File: src/rtl/pc_fetch_decode.sv
// Instruction front end: holds the PC, fetches over a req/ack port and issues
// decoded ADDI/BNE to the register-file/ALU datapath under valid/ready.
//
// state | meaning
// FETCH | imem_req held high until imem_ack, word captured into inst
// ISSUE | decoded fields presented; pc advances on issue_valid & issue_ready
// HALT  | illegal encoding or misaligned taken branch; left only via reset
module pc_fetch_decode #(
  parameter int ADDRESS_WIDTH = 5,
  parameter int DATA_WIDTH = 32,
  parameter int PC_WIDTH = 32,
  parameter logic [PC_WIDTH-1:0] RESET_PC = '0
) (
  input  logic                     clk,
  input  logic                     rst_n,
  output logic                     imem_req,
  output logic [PC_WIDTH-1:0]      imem_addr,
  input  logic                     imem_ack,
  input  logic [DATA_WIDTH-1:0]    imem_rdata,
  output logic                     issue_valid,
  input  logic                     issue_ready,
  input  logic                     EQ,
  output logic [ADDRESS_WIDTH-1:0] rs1,
  output logic [ADDRESS_WIDTH-1:0] rs2,
  output logic [ADDRESS_WIDTH-1:0] rd,
  output logic [DATA_WIDTH-1:0]    ImmOp,
  output logic                     RegWrite,
  output logic                     ALUsrc,
  output logic [PC_WIDTH-1:0]      pc,
  output logic                     halted
);

  localparam logic [6:0] OP_ADDI = 7'b0010011;
  localparam logic [6:0] OP_BNE  = 7'b1100011;
  localparam logic [2:0] F3_ADDI = 3'b000;
  localparam logic [2:0] F3_BNE  = 3'b001;

  typedef enum logic [1:0] {FETCH, ISSUE, HALT} state_t;

  state_t                  state;
  logic [DATA_WIDTH-1:0]   inst;
  logic                    is_addi;
  logic                    is_bne;
  logic [DATA_WIDTH-1:0]   imm_i;
  logic [DATA_WIDTH-1:0]   imm_b;
  logic [PC_WIDTH-1:0]     pc_plus4;
  logic [PC_WIDTH-1:0]     br_target;
  logic [PC_WIDTH-1:0]     next_pc;
  logic                    take_branch;
  logic                    misaligned;

  function automatic logic is_legal(input logic [DATA_WIDTH-1:0] w);
    return ((w[6:0] == OP_ADDI) && (w[14:12] == F3_ADDI)) ||
           ((w[6:0] == OP_BNE) && (w[14:12] == F3_BNE));
  endfunction

  always_comb begin
    is_addi = (inst[6:0] == OP_ADDI) && (inst[14:12] == F3_ADDI);
    is_bne  = (inst[6:0] == OP_BNE) && (inst[14:12] == F3_BNE);
    imm_i   = {{(DATA_WIDTH-12){inst[31]}}, inst[31:20]};
    imm_b   = {{(DATA_WIDTH-13){inst[31]}}, inst[31], inst[7], inst[30:25], inst[11:8], 1'b0};
  end

  assign rs1       = ADDRESS_WIDTH'(inst[19:15]);
  assign rs2       = ADDRESS_WIDTH'(inst[24:20]);
  assign rd        = ADDRESS_WIDTH'(inst[11:7]);
  assign ImmOp     = is_bne ? imm_b : imm_i;
  assign ALUsrc    = is_bne;
  // Gated by ready so a stalled ADDI never writes more than once.
  assign RegWrite  = issue_valid & is_addi & issue_ready;
  assign imem_addr = pc;

  assign pc_plus4    = pc + PC_WIDTH'(4);
  assign br_target   = pc + PC_WIDTH'($signed(imm_b));
  assign take_branch = is_bne & ~EQ;
  assign next_pc     = take_branch ? br_target : pc_plus4;
  assign misaligned  = take_branch & br_target[1];

  always_ff @(posedge clk or negedge rst_n) begin
    if (!rst_n) begin
      state       <= FETCH;
      pc          <= RESET_PC;
      inst        <= '0;
      halted      <= 1'b0;
      imem_req    <= 1'b0;
      issue_valid <= 1'b0;
    end else begin
      case (state)
        FETCH: begin
          imem_req <= 1'b1;
          if (imem_req && imem_ack) begin
            inst        <= imem_rdata;
            imem_req    <= 1'b0;
            issue_valid <= is_legal(imem_rdata);
            state       <= ISSUE;
          end
        end
        ISSUE: begin
          if (!issue_valid) begin
            state  <= HALT;
            halted <= 1'b1;
          end else if (issue_ready) begin
            issue_valid <= 1'b0;
            if (misaligned) begin
              state  <= HALT;
              halted <= 1'b1;
            end else begin
              pc       <= next_pc;
              imem_req <= 1'b1;
              state    <= FETCH;
            end
          end
        end
        HALT: begin
          halted      <= 1'b1;
          imem_req    <= 1'b0;
          issue_valid <= 1'b0;
        end
        default: begin
          state       <= HALT;
          halted      <= 1'b1;
          imem_req    <= 1'b0;
          issue_valid <= 1'b0;
        end
      endcase
    end
  end

endmodule

File: config.mk
export PLATFORM = sky130hd
export DESIGN_NAME = pc_fetch_decode
export DESIGN_NICKNAME = d
export VERILOG_FILES = /design/src/rtl/pc_fetch_decode.sv
export SDC_FILE = /design/constraint.sdc
export NUM_CORES = 1
export LEC_CHECK = 0
export BUFFER_PORTS_ARGS = -buffer_cell sky130_fd_sc_hd__clkbuf_2
export CORE_MARGIN = 2
export CORE_UTILIZATION = 40
export DETAILED_ROUTE_END_ITERATION = 12
export PLACE_DENSITY = 0.75
export SKIP_CTS_REPAIR_TIMING = 1
export SLEW_MARGIN = 5
export SYNTH_ARGS = -nofsm -noshare
export SYNTH_HDL_FRONTEND = slang
export SYNTH_SLANG_ARGS = --single-unit
File: constraint.sdc
create_clock -name clk -period 4.6 [get_ports clk]
set_input_delay 0.46 -clock clk [delete_from_list [all_inputs] [get_ports clk]]
set_output_delay 0.46 -clock clk [all_outputs]
set_load 0.01 [all_outputs]
==> results.py, run 1 <==
metrics = {
    "logic_synthesis": {
        "synth_cell_types": 84,
        "netlist_instances": 670,
        "synth_fa_ha_area_share_pct": 7.10,
        "synth_compound_area_share_pct": 21.1,
        "synth_ff_type": "dfrtp_1",
        "ys_ff_latch": 68,
        "muxShareOfSynthArea_pct": 6.46,
        "synth_edf_count": 0,
        "yosysSeqAreaShare_pct": 29.6,
        "synth-simple-area-share_pct": 19.6,
        "post_synth.cell_area_avg_um2": 8.58,
        "synth_area_um2": 5750,
        "synth_xor_area_share_pct": 3.66,
        "ys_warn_count": 0,
        "synth_top_family_by_area": "compound AO/OA/AOI/OAI gates",
        "synth_async_sr_flop_share_pct": 100,
    },
    "detailed_routing": {
        "drt_iter0_drc": 323,
        "vias": 5317,
        "wl_per_cell_um": 17.2,
        "dr.pass1.iters": 7,
        "ant_nets": 0,
        "drt-total-wl_um": 16000,
        "via_per_inst": 5.72,
        "drc": 0,
    },
    "clock_tree": {
        "worstSkewPairLatency_ns": 0.35,
        "clock_path_buffers": 2,
        "clk_pin_slew_worst_paths_ns": 0.06,
        "htreeDepth": 3,
        "root_buffer": "clkbuf_16",
        "cts_tree": "yes",
        "cts_buffers": 9,
        "cts.sinks": 68,
    },
    "worst_setup_path": {
        "reg2reg_slack_ns": 1.47,
        "cp.required_ns": 4.84,
        "cp-startpoint": "inst[31]$_DFFE_PN0P_",
        "endpoint": "imem_addr[28]$_DFFE_PN0P_",
        "cp_max_fo": 36,
        "critPathCaptureType": "flip-flop",
        "start_kind": "flip-flop",
        "r2r.worst_path.cells": 10,
        "r2r-end": "imem_addr[28]$_DFFE_PN0P_",
        "worstReg2RegStart": "inst[31]$_DFFE_PN0P_",
        "worstPathArrival_ns": 3.36,
        "critPathKind": "flip-flop to flip-flop",
    },
    "floorplan": {
        "fp.dieH_um": 124,
        "core_um2": 13900,
        "die_area_um2": 15300,
        "start_util_pct": 41.2,
        "rows": 43,
        "io_pins": 153,
        "die_w_um": 124,
    },
    "pwr": {
        "power_uw": 2860,
        "share_comb_of_total_power_pct": 44.0,
        "p_per_area_nw_per_um2": 443,
        "clock_power_share_pct": 24.9,
        "p_switching_uw": 1150,
        "p_leak_uw": 0.00306,
        "swShare_pct": 40.4,
        "cell_internal_pwr_uw": 1700,
        "irDropWorstVdd_uv": 344,
        "p_seq_share_pct": 31.0,
    },
    "sta": {
        "slew_viol_final": 0,
        "hold_violations": 0,
        "worst_pin_slew_ns": 0.900,
        "relSlewSlack_pct": 40.0,
        "fin_skew_ns": 0.00630,
        "fin_crit_sh_pct": 67.9,
        "setup_tns_ns": 0,
        "rsz0062_at_grt": "false",
        "fmax_mhz": 320,
        "min_period_ns": 3.13,
        "setup_viol": 0,
    },
    "final_layout": {
        "drive_gt1_share_pct": 31.5,
        "multi_input_area_um2": 3340,
        "area_growth_pct": 12.2,
        "regArea_um2": 1700,
        "antenna_cells": 0,
        "fillerInstances": 1356,
        "final_nets": 814,
    },
    "job": {
        "cap_viol_max_count": 0,
    },
    "global_route": {
        "grt_antenna_before_repair": 0,
        "grt_pass1_vias": 4906,
        "grt_overflow": 0,
        "grt_max_degree": 69,
        "grt_first_pass_wirelength_um": 25200,
        "grt_use_total_pct": 21.4,
    },
    "min_path": {
        "hp-class": "input port to flip-flop",
    },
    "placed_design": {
        "gp_congestion": 0.942,
        "hpwl_um": 11900,
        "portBuffers": 150,
    },
    "outcome": {
        "status": "complete, no violations",
    },
}
-- registers in the layout (all words and copies together), names as in the netlist --
| name | count |
|---|---|
| inst | 32 |
| imem_addr | 31 |
| imem_req | 1 |
| state | 2 |
| issue_valid | 1 |
| halted | 1 |
-- synth_stat cells, types with 3 or more instances --
cell	n	area share, %
buf_4	77	10
ha_1	31	6.7
a21o_1	10	1.3
nand2b_1	4	0.44
nand3b_1	3	0.39
o21ai_0	40	3.5
nor2_1	34	2.2
o21a_1	5	0.65
clkbuf_1	16	1.0
o21bai_1	5	0.65
nand4_1	16	1.7
a21oi_1	63	5.5
and3_1	6	0.65
and2_1	4	0.44
and4_1	3	0.46
o21ai_1	4	0.35
a211oi_1	8	1.0
o22ai_1	8	0.87
dfrtp_1	68	30
nand3_1	21	1.8
nor2b_1	5	0.54
xnor2_1	13	2.0
nor4_1	7	0.76
xor2_1	11	1.7
nor3_1	14	1.2
a31oi_1	3	0.33
mux2_2	32	6.3
or3_1	3	0.33
nand2_1	69	4.5
inv_1	16	1.0
-- metrics by stage --
step                std cells  cell area [um2]  worst slack (ns)  utilization, %  hold WS (ns)
global route              930             6450              1.21            46.3         0.319
finish                    930             6450              1.47            46.3         0.314
global placement          914             6150              1.63            44.1         0.457
floorplan                 671             5750              1.45               -         0.164
detailed placement        914             6150              1.55            44.1         0.469
CTS                       930             6450              1.53            46.3         0.308
-- cells by family (layout without fill, tap and decap cells) --
family | Yosys count | after routing
compound gates | 186 | 186
xor+xnor | 24 | 24
fa+ha+maj | 32 | 32
buf+inv | 112 | 191
flops | 68 | 68
mux | 33 | 33
other cells | 1 | 2
simple gates | 214 | 214
-- metal layers --
layer	vias to the layer above	part of all wire, %	track usage (%)
met3	19	8.5	6.46
met1	2531	43	27.4
met5	-	0	0
met4	0	1.5	5.61
li1	2537	-	-
met2	230	47	35.0
-- worst min-delay path by stage --
stage,startpoint,endpoint,cells past startpoint
CTS,imem_rdata[9],inst[9]$_DFFE_PN0P_,3
floorplan,rst_n,halted$_DFFE_PN0P_,0
finish,imem_rdata[9],inst[9]$_DFFE_PN0P_,3
global placement,halted$_DFFE_PN0P_,halted$_DFFE_PN0P_,1
global route,imem_rdata[9],inst[9]$_DFFE_PN0P_,3
detailed placement,halted$_DFFE_PN0P_,halted$_DFFE_PN0P_,1
-- layout make-up --
class,instances,area share [%]
sequential,68,26.4
timing repair buffer,159,12.7
multi-input combinational,491,51.8
inverter,16,0.931
clock buffer,9,3.49
clock inverter,7,1.18
tap,180,3.49
-- worst max-delay path, stage by stage (launching register included) --
cell and delay, ns:
dfrtp_1 0.61, buf_4 0.43, ha_1 0.37, a21oi_1 0.32
o21ai_0 0.18, a211oi_1 0.25, nor2_1 0.09, a2111oi_1 0.36
or3_1 0.18, a41o_1 0.17, nor2_1 0.04
-- power by group through the flow --
stage          Sequential, uW  Clock [uW]  Combinational, uW
3_3_place_gp              888           0               1240
4_1_cts                   888         726               1260
6_report                  887         712               1260
2_1_floorplan             872           0               1090
3_5_place_dp              897           0               1250
5_1_grt                   908         751               1390
-- cell usage in the layout (no fill, tap or decap), drive strengths merged, types with 17 or more instances in the layout --
| cell | synthesis | final |
|---|---|---|
| nand3 | 22 | 22 |
| o21ai | 47 | 47 |
| mux2 | 33 | 33 |
| ha | 31 | 31 |
| nor2 | 36 | 36 |
| clkbuf | 17 | 158 |
| dfrtp | 68 | 68 |
| nand2 | 70 | 70 |
| a21oi | 64 | 64 |
| nand4 | 17 | 17 |
| inv | 16 | 17 |
Power figures use the tool's default switching activity.
==> inputs of run 2 (changes only) <==
==> constraint.sdc (replaced) <==
create_clock -name clk -period 3.2 [get_ports clk]
set_input_delay 0.32 -clock clk [delete_from_list [all_inputs] [get_ports clk]]
set_output_delay 0.32 -clock clk [all_outputs]
set_load 0.01 [all_outputs]
==> results.py, run 2 (same netlist as run 1, synthesis figures left out) <==
metrics = {
    "outcome": {
        "status": "complete, no violations",
    },
    "clock_tree": {
        "clock_path_buffers": 2,
        "worstSkewPairLatency_ns": 0.35,
        "root_buffer": "clkbuf_16",
        "cts.sinks": 68,
        "clk_pin_slew_worst_paths_ns": 0.06,
        "cts_buffers": 9,
        "cts_tree": "yes",
        "htreeDepth": 3,
    },
    "global_route": {
        "grt_pass1_vias": 4897,
        "grt_antenna_before_repair": 0,
        "grt_overflow": 0,
        "grt_first_pass_wirelength_um": 25600,
        "grt_max_degree": 44,
        "grt_use_total_pct": 21.5,
    },
    "floorplan": {
        "io_pins": 153,
        "rows": 43,
        "die_area_um2": 15300,
        "die_w_um": 124,
        "fp.dieH_um": 124,
        "core_um2": 13900,
        "start_util_pct": 41.2,
    },
    "worst_setup_path": {
        "crit_buf_inv": 1,
        "critPathKind": "flip-flop to flip-flop",
        "worstReg2RegStart": "imem_addr[2]$_DFFE_PN0P_",
        "r2r.worst_path.cells": 10,
        "start_kind": "flip-flop",
        "cp_top_family": "compound AO/OA/AOI/OAI gates",
        "critPathCaptureType": "flip-flop",
        "worstPathArrival_ns": 3.16,
        "crit_chain": "inv_1, fa_1, nor2b_1, o31ai_1, a211oi_2, o211ai_2, a2111oi_1, a311o_1, a22oi_2, xnor2_1",
        "max_stage_delay_ns": 0.50,
        "reg2reg_slack_ns": 0.27,
        "cp.required_ns": 3.42,
        "r2r-end": "imem_addr[31]$_DFFE_PN0P_",
        "cp_max_fo": 9,
        "critPathSlowestCell": "dfrtp_1",
    },
    "detailed_routing": {
        "drt_iter0_drc": 489,
        "drc": 0,
        "via_per_inst": 5.67,
        "ant_nets": 0,
        "vias": 5345,
        "dr.pass1.iters": 5,
        "wl_per_cell_um": 17.2,
        "drt-total-wl_um": 16200,
    },
    "final_layout": {
        "largest_register_ffs": 32,
        "fin_util_pct": 46.9,
        "area_growth_pct": 13.8,
        "final_common_cell": "clkbuf_2",
        "drive_gt1_share_pct": 32.5,
        "antenna_cells": 0,
        "largest-register": "inst",
        "fillerInstances": 1318,
        "final_nets": 826,
        "layout_common_cells": "149 x clkbuf_2, 69 x nand2_1, 68 x dfrtp_1, 62 x a21oi_1, 40 x o21ai_0",
    },
    "sta": {
        "fin_crit_sh_pct": 91.7,
        "setup_slack_ns": 0.267,
        "rsz0062_at_grt": "false",
        "worst_pin_slew_ns": 0.916,
        "hold_violations": 0,
        "relSlewSlack_pct": 39.0,
        "fin_skew_ns": 0.00898,
        "fmax_mhz": 341,
        "min_period_ns": 2.93,
        "whs_ns": 0.105,
        "setup_viol": 0,
        "setup_tns_ns": 0,
        "slew_viol_final": 0,
    },
    "pwr": {
        "power_uw": 4100,
        "p_leak_uw": 0.00311,
        "p_per_area_nw_per_um2": 627,
        "share_comb_of_total_power_pct": 44.5,
        "irDropWorstVdd_uv": 469,
        "p_switching_uw": 1640,
        "clock_power_share_pct": 24.5,
        "swShare_pct": 39.9,
        "cell_internal_pwr_uw": 2460,
        "p_seq_share_pct": 31.0,
    },
    "placed_design": {
        "hpwl_um": 12300,
        "portBuffers": 150,
        "gp_congestion": 0.963,
        "post-place-ws_ns": 0.305,
    },
    "job": {
        "cap_viol_max_count": 0,
    },
    "min_path": {
        "hp-class": "input port to async pin",
    },
}
## run 2: cell count changes in the layout (fill, tap and decap cells not counted)
cell        before  now
clkinv_4         2    1
buf_4            9   21
clkinvlp_4       2    3
## run 2: per-stage QoR
step | cell area (um2) | std cells
floorplan | 5750 | 671
global placement | 6240 | 926
detailed placement | 6240 | 926
CTS | 6540 | 942
global route | 6540 | 942
finish | 6540 | 942
## run 2: layer usage
layer  global-route usage [%]  wire (um)
met1                     28.4       7120
met3                     5.40       1200
met2                     34.5       7500
met4                     7.03        338
met5                        0          0
## run 2: worst max path at each step
| stage | startpoint | to | depth (start not counted) |
|---|---|---|---|
| 3_3_place_gp | imem_addr[2]$_DFFE_PN0P_ | imem_addr[31]$_DFFE_PN0P_ | 10 |
| 6_report | imem_addr[2]$_DFFE_PN0P_ | imem_addr[31]$_DFFE_PN0P_ | 10 |
| 3_5_place_dp | imem_addr[2]$_DFFE_PN0P_ | imem_addr[31]$_DFFE_PN0P_ | 10 |
| 2_1_floorplan | inst[31]$_DFFE_PN0P_ | imem_addr[31]$_DFFE_PN0P_ | 10 |
| 5_1_grt | imem_addr[2]$_DFFE_PN0P_ | imem_addr[31]$_DFFE_PN0P_ | 10 |
| 4_1_cts | imem_addr[2]$_DFFE_PN0P_ | imem_addr[31]$_DFFE_PN0P_ | 10 |
## run 2: power by group through the flow
stage	registers [uW]	logic, uW	clock network (uW)
after floorplan	1250	1570	0
final	1270	1830	1000
after global routing	1300	2010	1060
after CTS	1270	1830	1020
after detailed placement	1280	1820	0
after global placement	1270	1790	0
## run 2: cell type report
class | count | area (um2) | share of cell area, %
clock inverter | 7 | 75.1 | 1.15
timing repair buffer | 171 | 908 | 13.9
inverter | 16 | 60.1 | 0.918
clock buffer | 9 | 225 | 3.44
sequential | 68 | 1700 | 26.0
multi-input combinational | 491 | 3340 | 51.1
tap | 180 | 225 | 3.44
## run 2: worst register-to-register path: stages, from the launching register on
cell	delay [ns]
dfrtp_1	0.50
inv_1	0.14
fa_1	0.44
nor2b_1	0.24
o31ai_1	0.17
a211oi_2	0.29
o211ai_2	0.15
a2111oi_1	0.47
a311o_1	0.20
a22oi_2	0.09
xnor2_1	0.13
